**config.mk**
```make
export PLATFORM = sky130hd
export DESIGN_NAME = mig_maint_sched
export DESIGN_NICKNAME = d
export VERILOG_FILES = /design/src/rtl/mig_maint_pkg.sv /design/src/rtl/mig_maint_tick.sv /design/src/rtl/mig_maint_sched.sv
export SDC_FILE = /design/constraint.sdc
export NUM_CORES = 1
export LEC_CHECK = 0
export CORE_ASPECT_RATIO = 1.1
export CORE_MARGIN = 10
export CORE_UTILIZATION = 57
export CTS_BUF_LIST = sky130_fd_sc_hd__clkbuf_8
export CTS_CLUSTER_DIAMETER = 60
export DETAILED_ROUTE_END_ITERATION = 8
export MAX_ROUTING_LAYER = met4
export PLACE_DENSITY = 0.82
export SLEW_MARGIN = 40
export SYNTH_ARGS = -nofsm -noshare
export SYNTH_HDL_FRONTEND = slang
export SYNTH_HIERARCHICAL = 1
export SYNTH_SLANG_ARGS = --single-unit
```
**constraint.sdc**
```tcl
create_clock -name mig_clk -period 3 [get_ports mig_clk]
set_input_delay 0.6 -clock mig_clk [delete_from_list [all_inputs] [get_ports mig_clk]]
set_output_delay 0.6 -clock mig_clk [all_outputs]
set_load 0.02 [all_outputs]
```
**src/rtl/mig_maint_pkg.sv**
```systemverilog
// Shared types and helpers for the MIG maintenance scheduler.
package mig_maint_pkg;

  typedef enum logic [1:0] {IDLE, REF, ZQ, GAP} state_t;

  localparam int unsigned REF_DONE_W = 32;

  // Counter width for n states, never narrower than one bit.
  function automatic int unsigned width_of(input int unsigned n);
    return (n > 1) ? $clog2(n) : 1;
  endfunction

endpackage

```
**src/rtl/mig_maint_tick.sv**
```systemverilog
// Free-running interval counter: one-cycle tick every PERIOD enabled cycles.
module mig_maint_tick
  import mig_maint_pkg::*;
#(
  parameter int unsigned PERIOD = 780
) (
  input  logic clk,
  input  logic rst,
  input  logic en,
  output logic tick
);

  localparam int unsigned   CW   = width_of(PERIOD);
  localparam logic [CW-1:0] LAST = CW'(PERIOD - 1);

  logic [CW-1:0] cnt;

  assign tick = en && (cnt == LAST);

  always_ff @(posedge clk) begin
    if (rst)       cnt <= '0;
    else if (tick) cnt <= '0;
    else if (en)   cnt <= cnt + CW'(1);
  end

endmodule

```
**src/rtl/mig_maint_sched.sv**
```systemverilog
// DDR3 refresh/ZQ scheduler for the MIG user interface with debt tracking
// and urgent forcing of postponed refreshes.
module mig_maint_sched
  import mig_maint_pkg::*;
#(
  parameter int unsigned REF_INTERVAL = 780,
  parameter int unsigned MAX_DEBT     = 8,
  parameter int unsigned URGENT_DEBT  = 6,
  parameter int unsigned ZQ_EVERY     = 128,
  parameter int unsigned ACK_TIMEOUT  = 1024
) (
  input  logic                           mig_clk,
  input  logic                           mig_rst,
  input  logic                           enable,
  input  logic                           init_calib_complete,
  input  logic                           traffic_idle,
  output logic                           app_ref_req,
  input  logic                           app_ref_ack,
  output logic                           app_zq_req,
  input  logic                           app_zq_ack,
  output logic                           urgent,
  output logic [$clog2(MAX_DEBT+1)-1:0]  ref_debt,
  output logic [31:0]                    ref_done_cnt,
  output logic                           err_timeout,
  output logic                           err_overflow
);

  localparam int unsigned   DW      = $clog2(MAX_DEBT + 1);
  localparam int unsigned   WW      = width_of(ACK_TIMEOUT);
  localparam int unsigned   ZW      = width_of(ZQ_EVERY);
  localparam logic [DW-1:0] MAX_D   = DW'(MAX_DEBT);
  localparam logic [DW-1:0] URG_D   = DW'(URGENT_DEBT);
  localparam logic [WW-1:0] TO_LAST = WW'(ACK_TIMEOUT - 1);
  localparam logic [ZW-1:0] ZQ_LAST = ZW'(ZQ_EVERY - 1);

  state_t        state, state_nx;
  logic [WW-1:0] wait_cnt;
  logic [ZW-1:0] zq_cnt;
  logic          zq_pending;
  logic          tick;
  logic          ref_ack_ok, zq_ack_ok, timed_out;

  mig_maint_tick #(.PERIOD(REF_INTERVAL)) u_tick (
    .clk  (mig_clk),
    .rst  (mig_rst),
    .en   (enable && init_calib_complete),
    .tick (tick)
  );

  // Acks only count while the matching request is actually outstanding.
  assign ref_ack_ok = (state == REF) && app_ref_ack;
  assign zq_ack_ok  = (state == ZQ)  && app_zq_ack;
  assign timed_out  = (wait_cnt == TO_LAST) &&
                      (((state == REF) && !app_ref_ack) || ((state == ZQ) && !app_zq_ack));

  always_comb begin
    state_nx = state;
    case (state)
      IDLE: if (enable) begin
        if (urgent && (ref_debt != '0))           state_nx = REF;
        else if (zq_pending && traffic_idle)      state_nx = ZQ;
        else if ((ref_debt != '0) && traffic_idle) state_nx = REF;
      end
      REF:     if (ref_ack_ok || timed_out) state_nx = GAP;
      ZQ:      if (zq_ack_ok || timed_out)  state_nx = GAP;
      GAP:     state_nx = IDLE;
      default: state_nx = IDLE;
    endcase
  end

  always_ff @(posedge mig_clk) begin
    if (mig_rst) begin
      state        <= IDLE;
      app_ref_req  <= 1'b0;
      app_zq_req   <= 1'b0;
      urgent       <= 1'b0;
      ref_debt     <= '0;
      ref_done_cnt <= '0;
      err_timeout  <= 1'b0;
      err_overflow <= 1'b0;
      wait_cnt     <= '0;
      zq_cnt       <= '0;
      zq_pending   <= 1'b0;
    end else begin
      state       <= state_nx;
      app_ref_req <= (state_nx == REF);
      app_zq_req  <= (state_nx == ZQ);
      urgent      <= (ref_debt >= URG_D);
      wait_cnt    <= ((state_nx == state) && ((state == REF) || (state == ZQ)))
                     ? wait_cnt + WW'(1) : '0;
      if (timed_out) err_timeout <= 1'b1;

      // A coincident tick and ack cancel out, so neither overflow nor decrement applies.
      if (tick && !ref_ack_ok) begin
        if (ref_debt == MAX_D) err_overflow <= 1'b1;
        else                   ref_debt     <= ref_debt + DW'(1);
      end else if (ref_ack_ok && !tick && (ref_debt != '0)) begin
        ref_debt <= ref_debt - DW'(1);
      end

      if (ref_ack_ok) begin
        ref_done_cnt <= ref_done_cnt + 32'd1;
        if (ZQ_EVERY != 0) begin
          if (zq_cnt == ZQ_LAST) begin
            zq_cnt     <= '0;
            zq_pending <= 1'b1;
          end else begin
            zq_cnt <= zq_cnt + ZW'(1);
          end
        end
      end
      if (zq_ack_ok || ((state == ZQ) && timed_out)) zq_pending <= 1'b0;
    end
  end

endmodule
```
After elaboration in Yosys (flattened, before gate mapping):

Index checks and enable logic that the tools add are counted.

* add/sub/neg operators: 6
* $lt $le $gt $ge: 1
* equal/unequal tests: 11
* muxes and demuxes: 11
* bitwise operators: 1
* reductions and logical operators: 33

Operators with widths (number)
* 32-bit by 1-bit adder with 32-bit output (second input constant): 1
* 10-bit by 1-bit adder with 10-bit output (second input constant): 2
* 10-bit equality test (second input constant): 2
* 1-bit logical AND: 15
* 2-bit two-way mux: 6
* 4-bit two-way mux: 3
* 2-bit one-hot mux with 4 select lines: 1
* 7-bit by 1-bit adder with 7-bit output (second input constant): 1
* 7-bit equality test (second input constant): 1
* 7-bit two-way mux: 1
* 2-bit equality test (second input constant): 3
* 2-bit AND reduction: 3
* 2-bit OR reduction: 3
* 1-bit logical OR: 5
* 4-bit by 1-bit adder with 4-bit output (second input constant): 1
* 2-bit by 1-bit equality test with 1-bit output (second input constant): 2
* 4-bit equality test (second input constant): 1
* 4-bit by 3-bit >= comparator with 1-bit output (second input constant): 1
* 1-bit logical NOT: 4
* 4-bit nonzero test: 1
* 4-bit by 1-bit subtractor with 4-bit output (second input constant): 1
* 2-bit equality test: 1
* 2-bit logical NOT: 1
* 2-bit inequality test (second input constant): 1
* other kinds (2): 2

* flip-flop bits (word level): 71
* input port bits: 7
* word-level logic and storage cells: 75

Depth between registers and ports, before layout:

* word-level depth: 11
* gate-level depth with buffers: 11
* gate-level depth less buffers: 10

Modules after synthesis:

The synthesis kept the hierarchy.

Modules (own cells, without submodules)
* mig_maint_sched: instances 1, cells each 331, area each 2946.6 sq um
* mig_maint_tick: instances 1, cells each 52, area each 505.5 sq um

Worst setup path after synthesis:

No wires, ideal clock.

* path kind: input to register
* from: input port init_calib_complete
* to: register ref_debt[3]
* data arrival time: 2441 ps
* required time: 2868 ps
* path slack: 427 ps
* stages on the path: 11
* cells stage by stage: and2_1 -> buf_6 -> nand3_1 -> nor3_1 -> nand2_1 -> ha_1 -> a21o_1 -> a21oi_1 -> xnor2_1 -> a21o_1 -> a21oi_1

* longest elaborated chain between the ends: 7
* elaborated cells on any way between the ends: 10
* classes of those cells: eq/ne: 1; mux: 1; reduce/logical: 8

Ends and longest elaborated chain
* from (decl): RTL line mig_maint_sched.sv:15 `input logic init_calib_complete,`
* 1-bit logical AND (*): RTL line mig_maint_sched.sv:46 `.en (enable && init_calib_complete),`
* 1-bit logical AND (*): RTL line mig_maint_tick.sv:18 `assign tick = en && (cnt == LAST);`
* net tick: RTL line mig_maint_sched.sv:40 `logic tick;`
* 1-bit logical NOT: RTL line mig_maint_sched.sv:97 `end else if (ref_ack_ok && !tick && (ref_debt != '0)) begin`
* 1-bit logical AND (2 in a row): RTL line mig_maint_sched.sv:97
* 2-bit nonzero test (no line)
* 2-bit AND reduction (no line)
* to (signal assigned): RTL line mig_maint_sched.sv:96 `else ref_debt <= ref_debt + DW'(1);`
* to (signal assigned): RTL line mig_maint_sched.sv:98 `ref_debt <= ref_debt - DW'(1);`
* to (decl): RTL line mig_maint_sched.sv:22 `output logic [$clog2(MAX_DEBT+1)-1:0] ref_debt,`

Mark *: on every way through the listed nets, which the timed path passes. The rest lies on a longest branch.
A chain may end at the register's enable or synchronous reset.

Worst setup path after layout:

* from: input port enable
* to: register ref_debt[3]

* longest elaborated chain between the ends: 7
* elaborated cells on any way between the ends: 10
* classes of those cells: eq/ne: 1; mux: 1; reduce/logical: 8

Ends and longest elaborated chain
* from (decl): RTL line mig_maint_sched.sv:14 `input logic enable,`
* 1-bit logical AND (*): RTL line mig_maint_sched.sv:46
* 1-bit logical AND (*): RTL line mig_maint_tick.sv:18
* net tick: RTL line mig_maint_sched.sv:40
* 1-bit logical NOT: RTL line mig_maint_sched.sv:97
* 1-bit logical AND (2 in a row): RTL line mig_maint_sched.sv:97
* 2-bit nonzero test (no line)
* 2-bit AND reduction (no line)

Marks and branches as above.

==> metrics.md <==
| Metric | Value |
|---|---|
| Status | `finished clean` |
| List of most frequent post-synthesis cells | `dfxtp_1, nor2_1, nand2_1` |
| Clock network power share | `between 40% and 50%` |
| Fin crit share | `between 80 and 90%` |
| Vias/cell | `5.49` |
| Post-Syn Nets | `about 400` |
| Global-route wire length before repair | `roughly 13 mm` |
| Cts bufs inserted | `9` |
| CP Data Arrival Time | `~2900 ps` |
| Mapped cell area | `~3500 um^2` |
| Post-DRT Antenna Nets | `0` |
| Fin. Hold Viols | `0` |
| # nets final | `between 400 and 500` |
| ANT cells | `0` |
| Reg2reg start | `u_tick/cnt[5]$_SDFFE_PP0P_` |
| Die ar. | `about 9600 um^2` |
| WL final | `around 7.5 mm` |
| CP startpoint kind | `input port` |
| Residual DRC count | `0` |
| Count leader, synth | `dfxtp_1` |
| IO Count | `between 40 and 50` |
| Crit Path Category | `input port to flop` |
| Vias in the first global route | `approximately 2,800` |
| Number of synthesized flops with an enable pin | `0` |
| Post-CTS sizing | `0` |
| Synth area leader | `dfxtp_1` |
| Comb pwr share | `around 4.7%` |
| Share of the synthesized area in the top cell type | `roughly two fifths` |
| Core Rows | `29` |
| Aggregate global-route resource usage | `16.5%` |
| Synthesized area per cell | `9.01 um^2` |
| Beginning of the worst hold path | `wait_cnt[0]$_SDFF_PP0_` |
| Top cells by area, synth | `dfxtp_1, xnor2_1, nor2_1, xor2_1, ha_1` |
| Overall power | `roughly 0.0018 W` |
| Register area share after synthesis | `approximately two fifths` |
| CTS H-tree depth | `3` |
| Pre-CTS setup slack | `62.1 ps` |
| Initial antenna violation count | `0` |
| Hold Buf Count CTS | `0` |
| Die height | `102 um` |
| Post-CTS setup buffer count | `0` |
| Chip width | `about 94 um` |
| Sequential share of power | `a little over half` |
| Final setup vio count | `0` |
| Root buffer cell | `clkbuf_8` |
| DP HPWL | `around 5.4 mm` |
| Number of DRC markers in iteration 0 | `approximately 140` |
| Fillers | `465` |
| First drt pass iteration count | `4` |
| Layout cell share with drive strength beyond 1 | `10.4%` |
| CTS clk-pin slew, worst paths | `around 80 ps` |
| Clock Skew | `between 7 and 8 ps` |
| Synth-to-Final Area Change | `22.0%` |
| Vias | `between 2,000 and 3,000` |
| Ys async rst share | `0%` |
| Worst Path Max Fanout | `3` |
| CTS tree | `yes` |
| Max transition margin | `between 60 and 70%` |
| Pwr dens | `roughly 430 nW/um^2` |
| Worst-margin pin slew | `between 500 and 600 ps` |
| P_sw | `around 0.00042 W` |
| Synth Flop Type | `dfxtp_1` |
| Min Tclk post-route | `2580 ps` |
| Sw frac | `23.2%` |
| Hold crit path type | `flop to flop` |
| Buffers on Ports | `47` |
| Worst path required time | `~3300 ps` |
| Largest net degree at the start of global routing | `28` |
| # clock sinks | `71` |
| Initial Util | `just under 60%` |
| Unrepaired setup endpoints after global routing | `no` |
| Slew Limit Fails | `0` |
| Leak Pwr | `approximately 1.4 nW` |
| Placed insts | `a little over 500` |
| Maximum clock rate | `approximately 390 MHz` |
| Wirelength per Cell | `approximately 14 um` |
| MaxCap Viol Count | `0` |
| Gpl congestion | `around 0.83` |
| Post-route insts no fill | `520` |
| Setup TNS | `0 ps` |
| Worst IR Drop VDD | `approximately 0.29 mV` |
| Cells after Synth | `roughly 380` |
| Setup crit end kind | `flop` |
| Clock Path Buffers | `2` |
| Core ar. | `between 5000 and 6000 um^2` |
| Grt total ovfl | `0` |
| Int Pwr | `about 0.0014 W` |
| Yosys warns | `6` |
| Number of synthesized register bits | `71` |
| Unique cell type count in the Yosys netlist | `53` |
| Final worst slack | `about 420 ps` |
| Clock Latency Late Sink | `~340 ps` |
| Crit path from | `enable` |
[worst paths after layout]
path                                    to  slack (ps)  cells past startpoint
setup / recovery  ref_debt[3]$_SDFFE_PP0P_         420                     11
hold / removal      wait_cnt[0]$_SDFF_PP0_         470                      1
setup reg to reg  ref_debt[3]$_SDFFE_PP0P_         570                      9
hold reg to reg     wait_cnt[0]$_SDFF_PP0_         470                      1
[placed cells by master, fill, tap and decap left out, types with 2 or more instances in the layout]
cell type	n
dfxtp_1	71
ha_1	10
clkinvlp_4	2
and4_1	6
clkdlybuf4s50_1	47
clkbuf_8	10
or4_1	4
a211o_1	2
nand3_1	17
nor4_1	3
buf_4	7
nand2_1	33
inv_1	14
o31ai_1	4
o21ai_0	9
xnor2_1	29
nor3_1	12
nor2b_1	2
and3_1	2
a21oi_1	16
nand4_4	3
or3_1	6
and2_1	5
nor2_1	61
clkinv_2	3
mux2i_1	2
nand4_2	2
xor2_1	18
a21o_1	3
nand4_1	11
nor4_2	5
a31oi_1	2
[worst max-delay path, stage by stage]
cell and delay [ps]:
clkdlybuf4s50_1 480, and2_1 150, nand3_1 140, nor3_1 310, nand2_1 140, buf_4 170, ha_1 310, a21oi_1 160
xnor2_1 150, nand3_1 100, a21oi_1 140
[logic make-up (layout without fill, tap and decap cells)]
| kind of cell | Yosys count | after routing | share of synthesized area [%] |
|---|---|---|---|
| simple gates | 181 | 181 | 29.5 |
| flops | 71 | 71 | 41.2 |
| compound gates | 47 | 47 | 9.42 |
| xor+xnor | 47 | 47 | 11.9 |
| buf+inv | 24 | 84 | 3.19 |
| fa+ha+maj | 11 | 11 | 4.20 |
| mux | 2 | 2 | 0.580 |
[metrics by stage]
step	area, um^2	utilization, %	hold WS, ps
after floorplan	3450	-	430
after global routing	4210	72.1	502
after detailed placement	4010	68.7	457
final	4210	72.1	471
after global placement	4010	68.7	444
after CTS	4210	72.1	476
[power groups by stage]
stage,clock (W),sequential [W],combinational [W]
floorplan,0,0.000978,0.0000567
global placement,0,0.000979,0.0000819
detailed placement,0,0.000980,0.0000846
CTS,0.000770,0.000958,0.0000854
global route,0.000806,0.000959,0.0000938
finish,0.000762,0.000958,0.0000855
[final cells by class]
type | count | area (um^2) | share of cell area, %
repair buffers | 54 | 523 | 12.4
clock buffers | 10 | 138 | 3.27
inverters | 14 | 52.6 | 1.25
well taps | 77 | 96.3 | 2.29
multi-input cells | 288 | 1920 | 45.6
flip-flops and latches | 71 | 1420 | 33.7
clock inverters | 6 | 60.1 | 1.43
[flip-flops by register name, indices dropped and copies added, names as in the netlist]
signal,count
zq_cnt,7
zq_pending,1
err_overflow,1
u_tick/cnt,10
ref_done_cnt,32
app_ref_req,1
app_zq_req,1
urgent,1
ref_debt,4
err_timeout,1
state,2
wait_cnt,10
[metal layers]
layer / part of all wire, % / global-route usage, % / wire length [um]
met1: 44 / 18.6 / 3290
met3: 5.0 / 3.48 / 374
met4: 1.7 / 7.13 / 129
met5: 0 / - / 0
met2: 49 / 27.5 / 3700
Power figures use the tool's default switching activity.
==> RTL edit 1, RTL diff (same settings) <==
Encoding of `state_t`: now one-hot (4 bits for 4 states).
--- a/src/rtl/mig_maint_pkg.sv
+++ b/src/rtl/mig_maint_pkg.sv
@@ -1,7 +1,7 @@
 // Shared types and helpers for the MIG maintenance scheduler.
 package mig_maint_pkg;
 
-  typedef enum logic [1:0] {IDLE, REF, ZQ, GAP} state_t;
+  typedef enum logic [3:0] {IDLE = 4'b0001, REF = 4'b0010, ZQ = 4'b0100, GAP = 4'b1000} state_t;
 
   localparam int unsigned REF_DONE_W = 32;
 
Check against the original RTL: no difference found for any inputs over 10 cycles, from zero or initial values and one cycle with mig_rst high; not proved beyond that.
==> RTL edit 1 against the unedited design <==
  * First-iteration DRC count fell by 7.2%
  * Cell area shrank 0.98%
  * Sequential cell count is 2 higher
  * Setup slack got worse by 0.025 ns
  * Non-clock buffer count down 1
  * Wire length fell by 4.1%
  * Area after synthesis down 1.7%
  * Largest cell class unchanged
Power is not compared: it rests on default switching activity, and its combinational part moved more than twofold at a synthesized area within 25%.
==> RTL edit 1: results (changes against the unedited design) <==
Initial drt markers = 128 (-7.2%)
Post-Route Skew = 0.00772 ns (+0.000262 ns)
Area contributors post-synth = dfxtp_1 43%, xnor2_1 7.5%, nor2_1 6.7%
First drt pass iteration count = 4 (unchanged)
Maximum vdd drop = 0.337 mV
Post-Syn Area per Cell = 8.77 um2 (-2.7%)
GP Congestion = 0.863 (+3.5%)
Clk slew on worst S/H paths = 0.07 ns
Slowest CP cell = clkdlybuf4s50_1
Top flop regs = ref_done_cnt (32), u_tick/cnt (10), wait_cnt (10)
Post-layout nets = 453 (-0.66%)
Mapped Nets = 401 (unchanged)
Antenna diodes = 0 (unchanged)
M1 WL = 3160 um (-4.1%)
Top Family by Delay on Critical Path = simple AND/OR/NAND/NOR gates
CTS root buf = clkbuf_8
Async SR Flop Fraction = 0% (unchanged)
Max layer used = met4
Vias in the first global route = 2767 (-1.9%)
# fillers = 437 (-6.0%)
Sw Ratio = 19.8%
First-pass GRT wire length = 12500 um (-1.4%)
H-tree depth = 3 (unchanged)
Skew-Pair Late Insertion Delay = 0.34 ns (about the same)
Synth top cells by count = 73 x dfxtp_1, 61 x nor2_1, 29 x xnor2_1
Largest net degree at the start of global routing = 35 (+25%)
Vias post-DR = 2903 (+1.6%)
Seq/Total Area, Yosys = 43.1% (+1.9 points)
Total CTS buffers = 9 (unchanged)
Post_cts resized = 0 (unchanged)
Rel. slew slack = 59.9% (-4.3 points)
All-layer global routing usage = 16.3% (-0.19 points)
Via density = 5.57 (+1.4%)
Max Fanout on Critical Path = 4 (+1)
Mean routed wirelength per cell = 13.8 um (-4.3%)
Longest Clk Path Bufs = 2 (unchanged)
Critical path arrival = 2.88 ns (+0.02 ns)
Layout cells sized above 1 = 6.98% (-3.4 points)
Post-CTS setup buffers = 0 (unchanged)
Outcome = finished clean
Synth warn = 6 (unchanged)
Metal2 WL = 3490 um (-5.7%)
Static Leak = 1.45 nW
Detailed placer's ending HPWL = 5240 um (-2.6%)
Synth unique cells = 49 (-7.5%)
Hold Path Class = reg2reg
Initial antenna violation count = 0 (unchanged)
Port Buffer Count = 47 (unchanged)
Largest stage delay, worst path = 0.48 ns (about the same)
DP Cell Count = 505 (+0.20%)
Metal3 WL = 435 um (+16%)
==> RTL edit 1: stage by stage <==
step	hold WS, ns	cell area, um2	worst slack, ns	total power (W)
final	0.443	4170	0.398	0.00186
after global routing	0.468	4170	0.182	0.00191
after CTS	0.448	4170	0.408	0.00187
after detailed placement	0.440	3950	0.0886	0.00103
after global placement	0.432	3950	0.169	0.00103
after floorplan	0.418	3390	0.450	0.00102
==> RTL edit 1: area by class of cell <==
class                      instances  share of cell area (%)
timing repair buffer              53                    12.2
inverter                          13                    1.17
clock buffer                      11                    3.63
clock inverter                     5                    1.71
sequential                        73                    35.0
multi-input combinational        289                    43.9
tap                               77                    2.31
==> RTL edit 1: cell families after synthesis <==
family	synth area share, %
xor gates and xnor gates	11.1
buffers and inverters	3.02
muxes	1.88
and+or+nand+nor	29.9
AOI/OAI and AO/OA	8.26
adders and majority gates	2.80
DFF	43.1
==> RTL edit 1: power by group through the flow <==
stage	registers, W	clock network (W)	logic, W
2_1_floorplan	0.000995	0	0.0000211
3_3_place_gp	0.000995	0	0.0000354
3_5_place_dp	0.000995	0	0.0000358
4_1_cts	0.000972	0.000860	0.0000360
5_1_grt	0.000972	0.000895	0.0000405
6_report	0.000972	0.000848	0.0000358
==> RTL edit 1: path summary, 6_finish.rpt <==
| kind | from | end | slack [ns] | cells past startpoint |
|---|---|---|---|---|
| setup / recovery | enable | ref_debt[3]$_SDFFE_PP0P_ | 0.40 | 10 |
| setup reg to reg | u_tick/cnt[5]$_SDFFE_PP0P_ | ref_debt[3]$_SDFFE_PP0P_ | 0.55 | 8 |
| hold / removal | err_timeout$_SDFFE_PP0P_ | err_timeout$_SDFFE_PP0P_ | 0.44 | 2 |
| hold reg to reg | err_timeout$_SDFFE_PP0P_ | err_timeout$_SDFFE_PP0P_ | 0.44 | 2 |
==> RTL edit 1: tightest hold or removal path, delay by kind of cell, from the launching register on <==
family | cells | cell delay, ns
flops | 1 | 0.31
buf+inv | 1 | 0.04
compound gates | 1 | 0.05
==> RTL edit 1: per-layer routing <==
metal,global-route usage (%),vias up
li1,-,1460
met1,18.6,1361
met2,26.3,70
met3,4.10,12
met4,7.60,0
met5,-,-
==> RTL edit 2, RTL diff (same settings) <==
Without the edit above. The parameter `URGENT_DEBT` goes from 6 to 3.
--- a/src/rtl/mig_maint_sched.sv
+++ b/src/rtl/mig_maint_sched.sv
@@ -5,7 +5,7 @@
 #(
   parameter int unsigned REF_INTERVAL = 780,
   parameter int unsigned MAX_DEBT     = 8,
-  parameter int unsigned URGENT_DEBT  = 6,
+  parameter int unsigned URGENT_DEBT  = 3,
   parameter int unsigned ZQ_EVERY     = 128,
   parameter int unsigned ACK_TIMEOUT  = 1024
 ) (
Behaviour: no difference found for any inputs over 10 cycles, from zero or initial values and one cycle with mig_rst high; that may be too few to reach the edited logic, so the function may still have changed.
==> RTL edit 2 against the unedited design <==
  * Global-route usage rose by 0.30 points
  * Critical path type unchanged
  * Cell area rose by 0.51%
  * Clock skew rose by 0.00052 ns
  * Setup slack got worse by 0.055 ns
  * Register-to-register slack got worse by 0.15 ns
  * Non-clock buffer count rose by 2
  * Synthesized cell count rose by 2.1%
  * Sequential cell count did not move
  * Area after synthesis barely moved
  * Highest routed layer unchanged
  * Die area barely moved
  * Wire length rose by 1.2%
  * Hold slack improved by 0.0097 ns
Power is not compared: it rests on default switching activity, and its combinational part moved more than twofold at a synthesized area within 25%.
==> RTL edit 2: results (changes against the unedited design) <==
Outcome = finished clean
# fillers = 475 (+2.2%)
Area contributors post-synth = dfxtp_1 41%, xor2_1 6.3%, nor2_1 6.2%
Compound-cell area share of the yosys netlist = 9.65% (+0.22 points)
All-layer global routing usage = 16.8% (+0.30 points)
Layout cells sized above 1 = 9.25% (-1.1 points)
Seq/Total Area, Yosys = 41.2% (about the same)
Async SR Flop Fraction = 0% (unchanged)
Synth top cells by count = 71 x dfxtp_1, 57 x nor2_1, 38 x nand2_1
Post-CTS setup buffers = 0 (unchanged)
Mean routed wirelength per cell = 14.3 um (-0.92%)
Vias in the first global route = 2797 (-0.85%)
GP Congestion = 0.828 (-0.73%)
Post-synthesis adder-cell area fraction = 4.21% (about the same)
First-pass GRT wire length = 12900 um (+1.9%)
Worst Max-Slew Pin Slew = 0.695 ns (+0.163 ns)
Max Fanout on Critical Path = 2 (-1)
Port Buffer Count = 47 (unchanged)
Antenna diodes = 0 (unchanged)
EDFF count, synth = 0 (unchanged)
Critical path arrival = 2.84 ns (-0.02 ns)
Synth warn = 6 (unchanged)
Largest net degree at the start of global routing = 37 (+32%)
Post-layout nets = 467 (+2.4%)
Initial antenna violation count = 0 (unchanged)
Internal power = 0.00143 W
Maximum vdd drop = 0.342 mV
Dpl ws = 0.0636 ns (+0.00150 ns)
Post-Route Skew = 0.00798 ns (+0.000516 ns)
Synth Area in XOR/XNOR = 12.2% (+0.26 points)
Detailed placer's ending HPWL = 5460 um (+1.5%)
Via density = 5.46 (-0.70%)
Initial drt markers = 171 (+24%)
Comb pwr share = 10.9%
Placed Area = 4040 um2 (+0.53%)
Post-synthesis mux area share = 1.52% (+0.94 points)
Skew-Pair Late Insertion Delay = 0.35 ns
Top flop regs = ref_done_cnt (32), u_tick/cnt (10), wait_cnt (10)
Longest Clk Path Bufs = 2 (unchanged)
Mapped Nets = 409 (+2.0%)
Static Leak = 1.53 nW
Synth unique cells = 54 (+1.9%)
H-tree depth = 3 (unchanged)
RTL edit 2: stage by stage:
step	instances	utilization, %	hold slack, ns	power (W)
2_1_floorplan	391	-	0.447	0.00114
3_3_place_gp	515	69.5	0.455	0.00120
3_5_place_dp	515	69.5	0.465	0.00121
4_1_cts	531	72.9	0.484	0.00195
5_1_grt	531	72.9	0.503	0.00202
6_report	531	72.9	0.480	0.00194
RTL edit 2: final timing paths:
| kind | slack, ns | endpoint | start | cells past startpoint |
|---|---|---|---|---|
| setup / recovery | 0.37 | ref_debt[3]$_SDFFE_PP0P_ | enable | 11 |
| hold / removal | 0.48 | zq_cnt[1]$_SDFFE_PP0P_ | zq_cnt[1]$_SDFFE_PP0P_ | 2 |
| setup reg to reg | 0.42 | ref_debt[3]$_SDFFE_PP0P_ | u_tick/cnt[5]$_SDFFE_PP0P_ | 9 |
| hold reg to reg | 0.48 | zq_cnt[1]$_SDFFE_PP0P_ | zq_cnt[1]$_SDFFE_PP0P_ | 2 |
RTL edit 2: metal layers:
layer | global-route usage [%] | up-vias | wire, um
li1 | - | 1482 | -
met2 | 26.2 | 64 | 3720
met5 | - | - | 0
met4 | 8.30 | 0 | 99
met3 | 3.70 | 9 | 445
met1 | 19.9 | 1342 | 3320
RTL edit 2: worst max-delay path, stage by stage:
cell,delay (ns)
clkdlybuf4s50_1,0.48
and2_1,0.15
nand3_1,0.09
nor3_1,0.25
nand2_1,0.11
ha_1,0.28
a21o_1,0.20
a21oi_1,0.24
mux2i_1,0.26
xnor2_1,0.14
nor2_1,0.05
RTL edit 2: area by class of cell:
class | count | area share [%]
Multi-Input combinational cell | 304 | 46.3
Sequential cell | 71 | 33.6
Timing Repair Buffer | 56 | 12.6
Clock buffer | 10 | 3.25
Tap cell | 77 | 2.28
Clock inverter | 6 | 1.42
Inverter | 7 | 0.621
